`src/rtl/sseg_scan_decoder_amisha.sv`:
```
// rtl/sseg_scan_decoder_amisha.sv - recovers hex digits from a scanned, active-low 7-segment display bus
module sseg_scan_decoder_amisha #(
    parameter int STABLE_CYCLES = 4
) (
    input  logic       clk_amisha,
    input  logic       reset_amisha,
    input  logic [3:0] an_in_amisha,
    input  logic [7:0] sseg_in_amisha,
    output logic [3:0] hex3_amisha,
    output logic [3:0] hex2_amisha,
    output logic [3:0] hex1_amisha,
    output logic [3:0] hex0_amisha,
    output logic [3:0] dp_out_amisha,
    output logic [3:0] err_amisha,
    output logic [3:0] digit_valid_amisha,
    output logic       frame_valid_amisha
);

    typedef enum logic [1:0] {IDLE, SETTLE, HELD} state_t;

    localparam logic [7:0] STABLE_MAX = 8'(STABLE_CYCLES);

    state_t      state, state_nxt;
    logic [7:0]  cnt, cnt_nxt;
    logic [11:0] last_samp, last_nxt;
    logic [3:0]  an_s1, an_s2;
    logic [7:0]  sseg_s1, sseg_s2;
    logic [11:0] samp;
    logic        an_ok, changed, capture;
    logic [1:0]  dig;
    logic [3:0]  dig_bit, mask;
    logic [4:0]  dec;
    logic [3:0]  hex_r [4];

    function automatic logic [4:0] decode(input logic [6:0] seg);
        case (seg)
            7'b0000001: decode = 5'h10;
            7'b1001111: decode = 5'h11;
            7'b0010010: decode = 5'h12;
            7'b0000110: decode = 5'h13;
            7'b1001100: decode = 5'h14;
            7'b0100100: decode = 5'h15;
            7'b0100000: decode = 5'h16;
            7'b0001111: decode = 5'h17;
            7'b0000000: decode = 5'h18;
            7'b0000100: decode = 5'h19;
            7'b0001000: decode = 5'h1A;
            7'b1100000: decode = 5'h1B;
            7'b0110001: decode = 5'h1C;
            7'b1000010: decode = 5'h1D;
            7'b0110000: decode = 5'h1E;
            7'b0111000: decode = 5'h1F;
            default:    decode = 5'h00;
        endcase
    endfunction

    always_ff @(posedge clk_amisha) begin
        if (reset_amisha) begin
            an_s1   <= 4'hF;
            an_s2   <= 4'hF;
            sseg_s1 <= 8'hFF;
            sseg_s2 <= 8'hFF;
        end else begin
            an_s1   <= an_in_amisha;
            an_s2   <= an_s1;
            sseg_s1 <= sseg_in_amisha;
            sseg_s2 <= sseg_s1;
        end
    end

    assign samp    = {an_s2, sseg_s2};
    assign changed = (samp != last_samp);
    assign dec     = decode(sseg_s2[6:0]);
    assign dig_bit = 4'b0001 << dig;

    always_comb begin
        an_ok = 1'b1;
        dig   = 2'd0;
        case (an_s2)
            4'b1110: dig = 2'd0;
            4'b1101: dig = 2'd1;
            4'b1011: dig = 2'd2;
            4'b0111: dig = 2'd3;
            default: an_ok = 1'b0;
        endcase
    end

    // cnt counts identical samples seen so far, including the one that started the run.
    always_comb begin
        state_nxt = state;
        cnt_nxt   = cnt;
        last_nxt  = last_samp;
        capture   = 1'b0;
        if (!an_ok) begin
            state_nxt = IDLE;
            cnt_nxt   = 8'd0;
        end else begin
            case (state)
                IDLE: begin
                    state_nxt = SETTLE;
                    cnt_nxt   = 8'd1;
                    last_nxt  = samp;
                end
                SETTLE: begin
                    if (changed) begin
                        cnt_nxt  = 8'd1;
                        last_nxt = samp;
                    end else if (cnt + 8'd1 >= STABLE_MAX) begin
                        capture   = 1'b1;
                        state_nxt = HELD;
                        cnt_nxt   = STABLE_MAX;
                    end else begin
                        cnt_nxt = cnt + 8'd1;
                    end
                end
                HELD: begin
                    if (changed) begin
                        state_nxt = SETTLE;
                        cnt_nxt   = 8'd1;
                        last_nxt  = samp;
                    end
                end
                default: state_nxt = IDLE;
            endcase
        end
    end

    always_ff @(posedge clk_amisha) begin
        if (reset_amisha) begin
            state     <= IDLE;
            cnt       <= 8'd0;
            last_samp <= 12'hFFF;
        end else begin
            state     <= state_nxt;
            cnt       <= cnt_nxt;
            last_samp <= last_nxt;
        end
    end

    always_ff @(posedge clk_amisha) begin
        if (reset_amisha) begin
            for (int i = 0; i < 4; i++) hex_r[i] <= 4'h0;
            dp_out_amisha      <= 4'hF;
            err_amisha         <= 4'h0;
            digit_valid_amisha <= 4'h0;
            frame_valid_amisha <= 1'b0;
            mask               <= 4'h0;
        end else begin
            frame_valid_amisha <= 1'b0;
            if (capture) begin
                if (dec[4]) hex_r[dig] <= dec[3:0];
                dp_out_amisha[dig]      <= sseg_s2[7];
                err_amisha[dig]         <= ~dec[4];
                digit_valid_amisha[dig] <= 1'b1;
                if ((mask | dig_bit) == 4'hF) begin
                    frame_valid_amisha <= 1'b1;
                    mask               <= 4'h0;
                end else begin
                    mask <= mask | dig_bit;
                end
            end
        end
    end

    assign hex0_amisha = hex_r[0];
    assign hex1_amisha = hex_r[1];
    assign hex2_amisha = hex_r[2];
    assign hex3_amisha = hex_r[3];

endmodule

```
`config.mk`:
```
export PLATFORM = sky130hd
export DESIGN_NAME = sseg_scan_decoder_amisha
export DESIGN_NICKNAME = d
export VERILOG_FILES = /design/src/rtl/sseg_scan_decoder_amisha.sv
export SDC_FILE = /design/constraint.sdc
export NUM_CORES = 1
export LEC_CHECK = 0
export BUFFER_PORTS_ARGS = -buffer_cell sky130_fd_sc_hd__buf_2
export CAP_MARGIN = 10
export CORE_MARGIN = 10
export CORE_UTILIZATION = 40
export DETAILED_ROUTE_END_ITERATION = 16
export GPL_ROUTABILITY_DRIVEN = 0
export GPL_TIMING_DRIVEN = 0
export SLEW_MARGIN = 0
export SYNTH_ARGS = -nofsm -noshare
export SYNTH_HDL_FRONTEND = slang
export SYNTH_SLANG_ARGS = --single-unit
```
`constraint.sdc`:
```
create_clock -name clk_amisha -period 6.5 [get_ports clk_amisha]
set_input_delay 0.325 -clock clk_amisha [delete_from_list [all_inputs] [get_ports clk_amisha]]
set_output_delay 0.325 -clock clk_amisha [all_outputs]
set_load 0.005 [all_outputs]
```
; ---- After elaboration in Yosys (flattened, before gate mapping)
; Memories as Yosys holds them, arrays and structs flattened.
; Index checks and enable logic that the tools add are counted.
[word_totals]
ff_bits = 63
mem_bits_rw = 16
in_bits = 14
output_inout_bits = 29
elab_cells = 95
memories = 1
[classes]
add_sub_neg = 1
magnitude_cmp = 3
n_eq_ne = 27
shifts = 1
muxes = 32
bitwise = 5
n_reduce_logical = 13
[mem_list]
columns = name, depth, width, read_ports, rd_clocked_by_memory_dff, write_ports, line_no
row1 = hex_r, 4, 4, 4, 0, 4, 33  ; logic [3:0] hex_r [4];
[ops]
columns = operator, count
row1 = $pmux W5 S16, 1
row2 = $eq A7 B6 Y1 const B, 5
row3 = $eq A7 B7 Y1 const B, 4
row4 = $mux W8, 3
row5 = $pmux W12 S2, 1
row6 = $pmux W8 S3, 1
row7 = $eq A4 B4 Y1 const B, 4
row8 = $eq A7 B3 Y1 const B, 2
row9 = $eq A7 B4 Y1 const B, 2
row10 = $mux W1, 14
row11 = $mux W12, 1
row12 = $ne A12 B12 Y1, 1
row13 = $pmux W2 S3, 2
row14 = $add A8 B1 Y8 const B, 1
row15 = $bwmux W4, 2
row16 = $ge A8 B3 Y1 const B, 1
row17 = $mux W2, 4
row18 = $mux W4, 2
row19 = $or A4 B4 Y4, 2
row20 = $reduce_or A4 Y1, 2
row21 = $eq A7 B1 Y1 const B, 1
row22 = $eq A7 B5 Y1 const B, 1
row23 = $logic_not A7 Y1, 1
row24 = $ne A2 B2 Y1 const B, 3
row25 = other kinds (16), 21

; ---- Logic depth before layout (Yosys ltp)
[depth]
depth_word = 11
mapped_depth = 9
mapped_depth_nobuf = 7

; ---- Worst setup path after synthesis
; Ideal clock, no wire load.
[synth_path]
kind = register to register
start = register sseg_s2[4]
end = memory hex_r[3][0], enable pin
setup_ns = 0.379
arrival_time_ns = 1.986
required_ns = 6.121
path_slack_ns = 4.135
path_stages_with_launch = 7
path_buffers = 1
synth_period_minus_slack_ns = 2.365
path_cell_list = dfxtp_1 buf_2 or2_2 nor4b_1 a2111o_1 nor4_4 o41ai_1
[synth_rtl]
columns = element, line_no
row1 = "start, declared", 27  ; logic [7:0] sseg_s1, sseg_s2;
row2 = "start signal, assigned", 67  ; sseg_s2 <= sseg_s1;
row3 = "end, declared", 33

==> run metrics <==
status complete, no violations; power density cells between 200 and 250 nW/um^2; Die Y 112 um; Final ANT Viol Nets 0; most numerous cell in the Yosys netlist dfxtp_1; final setup vio count 0; CP cell instances buf_2 > or2_2 > nor4b_1 > a2111o_1 > nor4_4 > o41ai_1; Post-route DRC 0; post-synth top area cell dfxtp_1; CP startpoint kind flop; CP Max Fanout 9; Critical Path Max Stage Delay 0.86 ns; leak pwr between 1.5 and 2 nW; share of layout cells above drive strength 1 27.1%; final setup TNS 0 ns; Least-Margin Pin Slew 1.01 ns; Vias 2455; fillers 804; io pins 43; Hold Path End sseg_s1[3]; top cells by area, synth dfxtp_1, edfxtp_1, mux2i_1; root buf cell clkbuf_8; Vias/cell slightly below 5; routed len/inst 14.1 um; worst r2r src sseg_s2[4]; Logic pwr share 8.8%; hold path startpoint sseg_in_amisha[3]; Overflow after GRT 0; critical path class reg2reg; vias in the first global route about 2.4k; DRT iter0 DRCs 125; clk slew on worst S/H paths around 0.080 ns; complex-gate fraction of the synthesized area 9.40%; Core Region 8260 sq um; Initial Util 41.4%; largest net degree at the start of global routing 14; Seq pwr share 57.0%; Primary FF master, synth dfxtp_1; Final period util 44.2%; area grow syn2layout 14.7%; Crit. End Element flop; CTS Sinks 79; register area share after synthesis 50.9%; EDFF count, synth 16; Clk pwr share 34.2%; # nets final 406; RSZ-0062 raised after global routing no; Worst Path Buf+Inv 1; YS warnings 0; CTS tree built; die area approximately 13000 sq um; cell depth of the worst flop-to-flop path 6; Slew Viols, Final 0; CTS buffer count 9; Yosys cell types 55; Post-Synth Simple-Gate Area 23.7%; Synth Instances 334; final design utilization 47.5%; Die Width 112 um; Synth Area in XOR/XNOR between 3 and 4%; max_cap viols 0; mux cell area share after synthesis 6.14%; hold slack roughly 0.15 ns; asr flop ratio synth 0%; total track usage between 10% and 20%; Worst Hold Class in2reg; drt first pass iters 4; WP data arrival between 2 and 3 ns; Post-Syn Area around 3400 sq um; n_diodes 0; largest family of logic cells by synthesized area simple AND/OR/NAND/NOR gates; Critical Path RT 6.47 ns; htree depth 3; initial antenna violation count 0; cts repair resizes 0; Final Hold Violating Endpoints 0; maximum root-to-sink buffer count 2; Critical Path Slowest Stage Cell o41ai_1; Avg Inst Size Synth 10.2 sq um; clk_lat worst skew roughly 0.35 ns; syn_nets 354; Synth top area share 36.9%; CTS Hold Bufs 0; worst IR drop on VDD 0.178 mV; setup bufs post-CTS 0; Hold Path Depth 2; Worst Skew 0.00651 ns; Post-DP HPWL 5250 um; min Tclk post-route between 2 and 3 ns; IO buf count roughly 40; Max-slew headroom 31.6%; final wirelength about 7000 um; Synth Register Bits 79; Crit path max-delay family compound AO/OA/AOI/OAI gates; P_sw about 0.23 mW; fmax between 0.3 and 0.4 GHz; Int Pwr roughly 0.7 mW; setup slack, reg-to-reg 3.63 ns; Post-Synth Adder-Cell Area about 2.2%; r2r endpoint hex_r[3][0]; global-route wire length before repair around 12000 um; Stages on worst setup path 6; row count 33; Synth top cells by count dfxtp_1, nor2_1, nand2_1; Net Sw Frac 25.1%
==> stage by stage <==
step	cell area, sq um	cells	worst slack, ns	total power, mW
floorplan	3420	334	4.13	0.592
global placement	3760	480	3.77	0.612
detailed placement	3760	480	3.65	0.614
CTS	3920	496	3.62	0.924
global route	3920	496	3.44	0.956
finish	3920	496	3.63	0.914
==> logic make-up (layout without fill, tap and decap cells) <==
| logic type | Yosys count | count (layout) |
|---|---|---|
| buffers and inverters | 29 | 86 |
| xor gates and xnor gates | 14 | 14 |
| AOI/OAI and AO/OA | 41 | 41 |
| DFF | 79 | 79 |
| and+or+nand+nor | 144 | 144 |
| muxes | 21 | 21 |
| adders and majority gates | 6 | 6 |
==> power groups by stage <==
stage	registers (mW)	clock network, mW	logic (mW)
6_report	0.521	0.313	0.0803
5_1_grt	0.523	0.343	0.0893
4_1_cts	0.521	0.321	0.0813
3_5_place_dp	0.533	0	0.0810
3_3_place_gp	0.532	0	0.0800
2_1_floorplan	0.532	0	0.0607
==> placed cells by master, fill, tap and decap left out, types with 4 or more instances in the layout <==
cell,count
clkbuf_1,8
clkbuf_8,9
nand3_1,5
o21a_1,4
dfxtp_1,63
edfxtp_1,16
and3_1,7
inv_1,11
nor2_1,36
mux2i_1,21
buf_2,47
nor3_1,5
nand2_1,31
a21oi_1,6
xor2_1,13
buf_4,4
nor3_2,5
ha_1,6
or2_2,25
o21ai_0,7
==> worst max-delay path by stage <==
| stage | start | to | slack, ns |
|---|---|---|---|
| after floorplan | sseg_s2[4] | hex_r[3][0] | 4.13 |
| after global placement | sseg_s2[4] | hex_r[3][1] | 3.77 |
| after detailed placement | sseg_s2[4] | hex_r[3][3] | 3.65 |
| after CTS | sseg_s2[4] | hex_r[3][0] | 3.62 |
| after global routing | sseg_s2[4] | hex_r[3][2] | 3.44 |
| final | sseg_s2[4] | hex_r[3][0] | 3.63 |
==> metal layers <==
metal / routed length, um / vias to the layer above / part of all wire (%) / track usage (%)
met1: 3280 / 1131 / 47 / 13.1
met4: 99 / 0 / 1.4 / 4.31
met2: 3180 / 53 / 45 / 17.9
met3: 438 / 10 / 6.3 / 4.42
li1: - / 1261 / - / -
met5: 0 / - / 0 / 0
==> sequential cells by signal, indices dropped and copies added, names as in the netlist <==
name,flops
an_s1,4
an_s2,4
cnt,8
digit_valid_amisha,4
dp_out_amisha,4
err_amisha,4
frame_valid_amisha,1
hex_r,16
last_samp,12
mask,4
sseg_s1,8
sseg_s2,8
state,2
==> layout make-up <==
| class | count | area (sq um) | share of cell area, % |
|---|---|---|---|
| flip-flops and latches | 79 | 1740 | 44.4 |
| well taps | 105 | 131 | 3.35 |
| clock inverters | 6 | 37.5 | 0.957 |
| plain buffers | 18 | 97.6 | 2.49 |
| repair buffers | 41 | 205 | 5.23 |
| multi-input cells | 226 | 1540 | 39.3 |
| inverters | 11 | 41.3 | 1.05 |
| clock buffers | 10 | 128 | 3.25 |
No activity file was read; power rests on OpenSTA's default activity.
